==> src/rtl/btn_evt_pkg.sv <==
// Shared event-kind codes and per-button state encodings for the button
// event scheduler.
package btn_evt_pkg;

  localparam logic [1:0] EVT_PRESS   = 2'd0;
  localparam logic [1:0] EVT_LONG    = 2'd1;
  localparam logic [1:0] EVT_REPEAT  = 2'd2;
  localparam logic [1:0] EVT_RELEASE = 2'd3;

  typedef enum logic [1:0] {
    ST_IDLE    = 2'd0,
    ST_PRESSED = 2'd1,
    ST_HELD    = 2'd2
  } btn_state_t;

endpackage

==> src/rtl/btn_evt_channel.sv <==
// One button: three-flop synchroniser, edge detect, press/hold FSM with hold
// counter, and a one-deep pending event slot.
module btn_evt_channel
  import btn_evt_pkg::*;
#(
  parameter int HOLD_CYCLES   = 8,
  parameter int REPEAT_CYCLES = 2,
  parameter int CNT_W         = 4
) (
  input  logic       clk_4,
  input  logic       rst_n,
  input  logic       btn,
  input  logic       grant,
  input  logic       clr,
  output logic       pend_valid,
  output logic [1:0] pend_kind,
  output logic       drop
);

  localparam logic [CNT_W-1:0] HOLD_LAST = CNT_W'(HOLD_CYCLES - 1);
  localparam logic [CNT_W-1:0] REP_LAST  =
    CNT_W'((REPEAT_CYCLES == 0) ? 0 : REPEAT_CYCLES - 1);

  logic             s1, s2, s3;
  logic             rise, fall;
  btn_state_t       state;
  logic [CNT_W-1:0] cnt;
  logic             post;
  logic [1:0]       post_kind;
  logic             counting;
  logic             take;
  logic             accept;
  logic             overwrite;

  assign rise = s2 & ~s3;
  assign fall = ~s2 & s3;

  // Event decode; a fall always wins over a counter expiry in the same cycle.
  always_comb begin
    post      = 1'b0;
    post_kind = EVT_PRESS;
    if (fall) begin
      post      = 1'b1;
      post_kind = EVT_RELEASE;
    end else begin
      case (state)
        ST_IDLE: if (rise) begin
          post      = 1'b1;
          post_kind = EVT_PRESS;
        end
        ST_PRESSED: if (s2 && cnt == HOLD_LAST) begin
          post      = 1'b1;
          post_kind = EVT_LONG;
        end
        ST_HELD: if (s2 && REPEAT_CYCLES != 0 && cnt == REP_LAST) begin
          post      = 1'b1;
          post_kind = EVT_REPEAT;
        end
        default: ;
      endcase
    end
  end

  assign counting  = s2 & ((state == ST_PRESSED) |
                           ((state == ST_HELD) & (REPEAT_CYCLES != 0)));
  assign take      = grant & clr;
  assign accept    = post & (~pend_valid | take);
  // A pending REPEAT is stale once the button lets go, so RELEASE replaces it.
  assign overwrite = post & pend_valid & ~take &
                     (post_kind == EVT_RELEASE) & (pend_kind == EVT_REPEAT);
  assign drop      = post & ~accept & ~overwrite;

  always_ff @(posedge clk_4 or negedge rst_n) begin
    if (!rst_n) begin
      s1         <= 1'b0;
      s2         <= 1'b0;
      s3         <= 1'b0;
      state      <= ST_IDLE;
      cnt        <= '0;
      pend_valid <= 1'b0;
      pend_kind  <= EVT_PRESS;
    end else begin
      s1 <= btn;
      s2 <= s1;
      s3 <= s2;
      if (post) begin
        cnt <= '0;
        case (post_kind)
          EVT_PRESS:   state <= ST_PRESSED;
          EVT_RELEASE: state <= ST_IDLE;
          default:     state <= ST_HELD;
        endcase
      end else if (counting) begin
        cnt <= cnt + 1'b1;
      end
      if (accept || overwrite) begin
        pend_valid <= 1'b1;
        pend_kind  <= post_kind;
      end else if (take) begin
        pend_valid <= 1'b0;
      end
    end
  end

endmodule

==> src/rtl/btn_event_scheduler.sv <==
// N push buttons merged into one valid/ready event stream through a
// round-robin arbiter and a single output register.
module btn_event_scheduler
  import btn_evt_pkg::*;
#(
  parameter int N_BTN         = 5,
  parameter int HOLD_CYCLES   = 8,
  parameter int REPEAT_CYCLES = 2,
  parameter int CNT_W         = 4
) (
  input  logic             clk_4,
  input  logic             rst_n,
  input  logic [N_BTN-1:0] btn_in,
  output logic             evt_valid,
  input  logic             evt_ready,
  output logic [2:0]       evt_id,
  output logic [1:0]       evt_kind,
  output logic [N_BTN-1:0] pending,
  output logic             overflow,
  input  logic             clr_overflow
);

  logic [N_BTN-1:0] pend_v;
  logic [N_BTN-1:0] drop_v;
  logic [N_BTN-1:0] grant_v;
  logic [1:0]       pend_k [N_BTN];
  logic [2:0]       rr;
  logic             load;
  logic             any;
  logic [2:0]       gidx;
  logic [1:0]       gkind;
  logic [3:0]       cand;

  // Valid/ready: an event transfers on a rising edge with evt_valid and
  // evt_ready both high; while stalled, evt_id/evt_kind hold.
  assign load    = ~evt_valid | evt_ready;
  assign pending = pend_v;

  for (genvar i = 0; i < N_BTN; i++) begin : g_ch
    btn_evt_channel #(
      .HOLD_CYCLES  (HOLD_CYCLES),
      .REPEAT_CYCLES(REPEAT_CYCLES),
      .CNT_W        (CNT_W)
    ) u_ch (
      .clk_4     (clk_4),
      .rst_n     (rst_n),
      .btn       (btn_in[i]),
      .grant     (grant_v[i]),
      .clr       (load),
      .pend_valid(pend_v[i]),
      .pend_kind (pend_k[i]),
      .drop      (drop_v[i])
    );
  end

  // Cyclic search starting at rr; the first pending slot found wins.
  always_comb begin
    any   = 1'b0;
    gidx  = 3'd0;
    gkind = EVT_PRESS;
    cand  = 4'd0;
    for (int k = 0; k < N_BTN; k++) begin
      cand = 4'(rr) + 4'(k);
      if (cand >= 4'(N_BTN)) cand = cand - 4'(N_BTN);
      if (!any && pend_v[cand[2:0]]) begin
        any   = 1'b1;
        gidx  = cand[2:0];
        gkind = pend_k[cand[2:0]];
      end
    end
  end

  always_comb begin
    grant_v = '0;
    for (int i = 0; i < N_BTN; i++) grant_v[i] = any && (gidx == 3'(i));
  end

  always_ff @(posedge clk_4 or negedge rst_n) begin
    if (!rst_n) begin
      evt_valid <= 1'b0;
      evt_id    <= 3'd0;
      evt_kind  <= EVT_PRESS;
      rr        <= 3'd0;
      overflow  <= 1'b0;
    end else begin
      if (load) begin
        if (any) begin
          evt_valid <= 1'b1;
          evt_id    <= gidx;
          evt_kind  <= gkind;
          rr        <= (gidx == 3'(N_BTN - 1)) ? 3'd0 : gidx + 3'd1;
        end else begin
          evt_valid <= 1'b0;
        end
      end
      if (|drop_v)           overflow <= 1'b1;
      else if (clr_overflow) overflow <= 1'b0;
    end
  end

endmodule

==> config.mk <==
export PLATFORM = sky130hd
export DESIGN_NAME = btn_event_scheduler
export DESIGN_NICKNAME = d
export VERILOG_FILES = /design/src/rtl/btn_evt_pkg.sv /design/src/rtl/btn_evt_channel.sv /design/src/rtl/btn_event_scheduler.sv
export SDC_FILE = /design/constraint.sdc
export NUM_CORES = 1
export LEC_CHECK = 0
export ABC_AREA = 1
export BUFFER_PORTS_ARGS = -buffer_cell sky130_fd_sc_hd__buf_2
export CORE_AREA = 10 10 139 141
export DETAILED_ROUTE_END_ITERATION = 10
export DIE_AREA = 0 0 149 151
export PLACE_DENSITY = 0.44
export SYNTH_ARGS = -nofsm -noshare
export SYNTH_HDL_FRONTEND = slang
export SYNTH_SLANG_ARGS = --single-unit
export TNS_END_PERCENT = 5
==> constraint.sdc <==
create_clock -name clk_4 -period 4.6 [get_ports clk_4]
set_input_delay 0.23 -clock clk_4 [delete_from_list [all_inputs] [get_ports clk_4]]
set_output_delay 0.23 -clock clk_4 [all_outputs]
set_load 0.03 [all_outputs]
==> metrics <==
site row count=47; CP peak stage delay=0.41 ns; largest net degree at the start of global routing=between 70 and 80; design area=~0.0060 mm^2; Port Buffers=20; max_slew headroom=between 40% and 50%; initial core utilization=between 30 and 40%; number of setup violations in the final report=0; placed inst area=0.00562 mm^2; max capacitance violation total=0; Max FO, Critical Path=11; startpoint types=flip-flop; Root Buffer=clkbuf_16; Die Y=~150 um; period utilization=between 80 and 90%; Data required, critical path=slightly below 5 ns; drt pass-1 iters=4; synthesized area=approximately 0.0053 mm^2; final WL=about 14000 um; Net count, final=799; YS warnings=0; Post-CTS Setup Bufs=0; syn avg cell area=7.49 um^2; Worst-Margin Slew=between 0.8 and 0.9 ns; GRT Util Overall=about an eighth; syn nets=approximately 780; Yosys reg bits=70; dpl hpwl=between 10000 and 15000 um; CTS tree=built; Final Slew Violations=0; final hold vios=0; layout cell share with drive strength beyond 1=13.8%; Die X=roughly 150 um; cts bufs inserted=9; first-pass GRT wire length=23300 um; Post-DRT Antenna Nets=0; clock slew at reported path FFs=~0.060 ns; Overflow after GRT=0; via count=approximately 4700; CORE AREA=between 0.015 and 0.02 mm^2; Critical-path top delay cell=fa_1; setup_tns=0 ns; WP data arrival=about 4.2 ns; CTS Sinks=70; maximum clock frequency=between 200 and 300 MHz; diode count=0; Crit. End Element=flip-flop; GP Congestion=0.871; vias per cell=around 4.9; final instance count without filler cells=between 900 and 1000; Setup Skew=roughly 0.0052 ns; WP buf/inv=5; post-layout util=36.3%; Cells after Synth=just over 700; most used cell, CP=nand2_1; starting DRC count in detailed routing=~270; HP Class=input pin to async pin; Skew-Pair Late Insertion Delay=~0.34 ns; RSZ-0062 raised after global routing=no; drt wl/cell=14.3 um; CTS Buffer Depth=2; kind of critical path=flip-flop to flip-flop; num ports=21; most common cell after layout, fill and taps aside=nand2_1; die area=approximately 0.022 mm^2; minimum clock period=3.94 ns; number of global-route vias before repair=around 4700; register area share after synthesis=approximately a third; initial antenna violation count=0; outcome=finished clean; Residual DRC=0; Cell variety after synth=between 40 and 50; P&R area growth vs syn=11.9%; most frequent cells in the layout=156 x nand2_1, 89 x inv_1, 70 x dfrtp_1; Inst Count DP=940; critical path's top delay family=simple AND/OR/NAND/NOR gates; H-Tree Depth=3
-- metrics by stage --
stage	hold slack [ns]	worst slack, ns
finish	0.0147	0.659
global route	0.0994	0.278
CTS	0.0639	0.694
detailed placement	0.337	0.717
global placement	0.332	0.793
floorplan	-0.0656	1.26
-- cells by family after synthesis --
kind of cell	Yosys count	share of synthesized area, %
AO/OA/AOI/OAI	109	11.8
XOR/XNOR	16	2.77
adder cells (fa/ha/maj)	54	12.8
buffers and inverters	121	9.45
flip-flops	70	32.8
AND/OR/NAND/NOR	343	30.4
-- path summary, 6_finish.rpt --
path / cells after the start / endpoint / startpoint / slack (ns)
max reg2reg: 25 / g_ch[3].u_ch.pend_kind[1] / rr[0] / 0.66
min reg2reg: 0 / g_ch[1].u_ch.s2 / g_ch[1].u_ch.s1 / 0.35
min: 1 / g_ch[4].u_ch.cnt[0] / rst_n / 0.01
max: 25 / g_ch[3].u_ch.pend_kind[1] / rr[0] / 0.66
max in group asynchronous: 1 / evt_id[0] / rst_n / 4.00
min in group clk_4: 4 / evt_valid / evt_ready / 0.21
-- layout make-up --
type                            instances  area (um^2)
Tap cell                              220          275
Timing Repair Buffer                   27          168
Multi-Input combinational cell        522         3080
Inverter                              106          398
Clock inverter                          6         70.1
Fill cell                            1773        10500
Clock buffer                           10          229
Sequential cell                        70         1750
-- registers in the layout, indices dropped and copies added (netlist names) --
name and count:
g_ch.u_ch.s1 5, overflow 1, g_ch.u_ch.s2 5, g_ch.u_ch.cnt 20
evt_id 3, evt_valid 1, g_ch.u_ch.pend_kind 10, g_ch.u_ch.pend_valid 5
rr 3, g_ch.u_ch.state 10, g_ch.u_ch.s3 5, evt_kind 2
-- metal layers --
metal,wire length (um),track usage [%]
met5,0,0
met4,234,4.96
met3,436,2.09
met2,6430,20.9
met1,6620,16.8
-- worst reg2reg max path: stages (launching register included) --
cell,delay [ns]
dfrtp_1,0.39
inv_2,0.20
ha_1,0.21
inv_1,0.06
fa_1,0.41
inv_1,0.09
nand2_1,0.10
nand2_1,0.12
nand2_2,0.11
inv_2,0.12
nand2_1,0.10
nor2_1,0.14
nand2_1,0.09
nand2_1,0.13
inv_1,0.12
nand3_1,0.18
o21ai_1,0.09
o22ai_1,0.19
nand2_1,0.16
ha_1,0.22
ha_1,0.18
nand2_1,0.13
nand3_1,0.08
nand2_1,0.14
nand2_1,0.07
o21ai_1,0.08
-- repair_timing --
action | 4_1_cts | 5_1_grt
hold buffers | 5 | 0
hold endpoints to repair | 5 | 0
resized for setup | 0 | 0
-- synthesized netlist by cell type, drive strengths merged --
library cell  count  area, um^2
a21oi            17        85.1
o21bai            1        11.3
xor2             16         148
a31o              1        8.76
fa                1        20.0
clkbuf            3        11.3
o21ai            67         362
o211ai            3        22.5
inv             103         387
o2111ai           2        17.5
nor3              1        5.00
o22ai             8        50.1
a211oi            1        7.51
a31oi             4        25.0
nor2             68         299
o31ai             4        30.0
nor4              1        6.26
clkinv            3        11.3
ha               53         663
buf              12        95.1
nand4            15         115
dfrtp            70        1750
nand3            79         453
nand2           179         744
o311ai            1        8.76
Power is left out: the tool's default activity adds up to more than one toggle a clock period on the data nets, which glitch-free logic cannot reach.
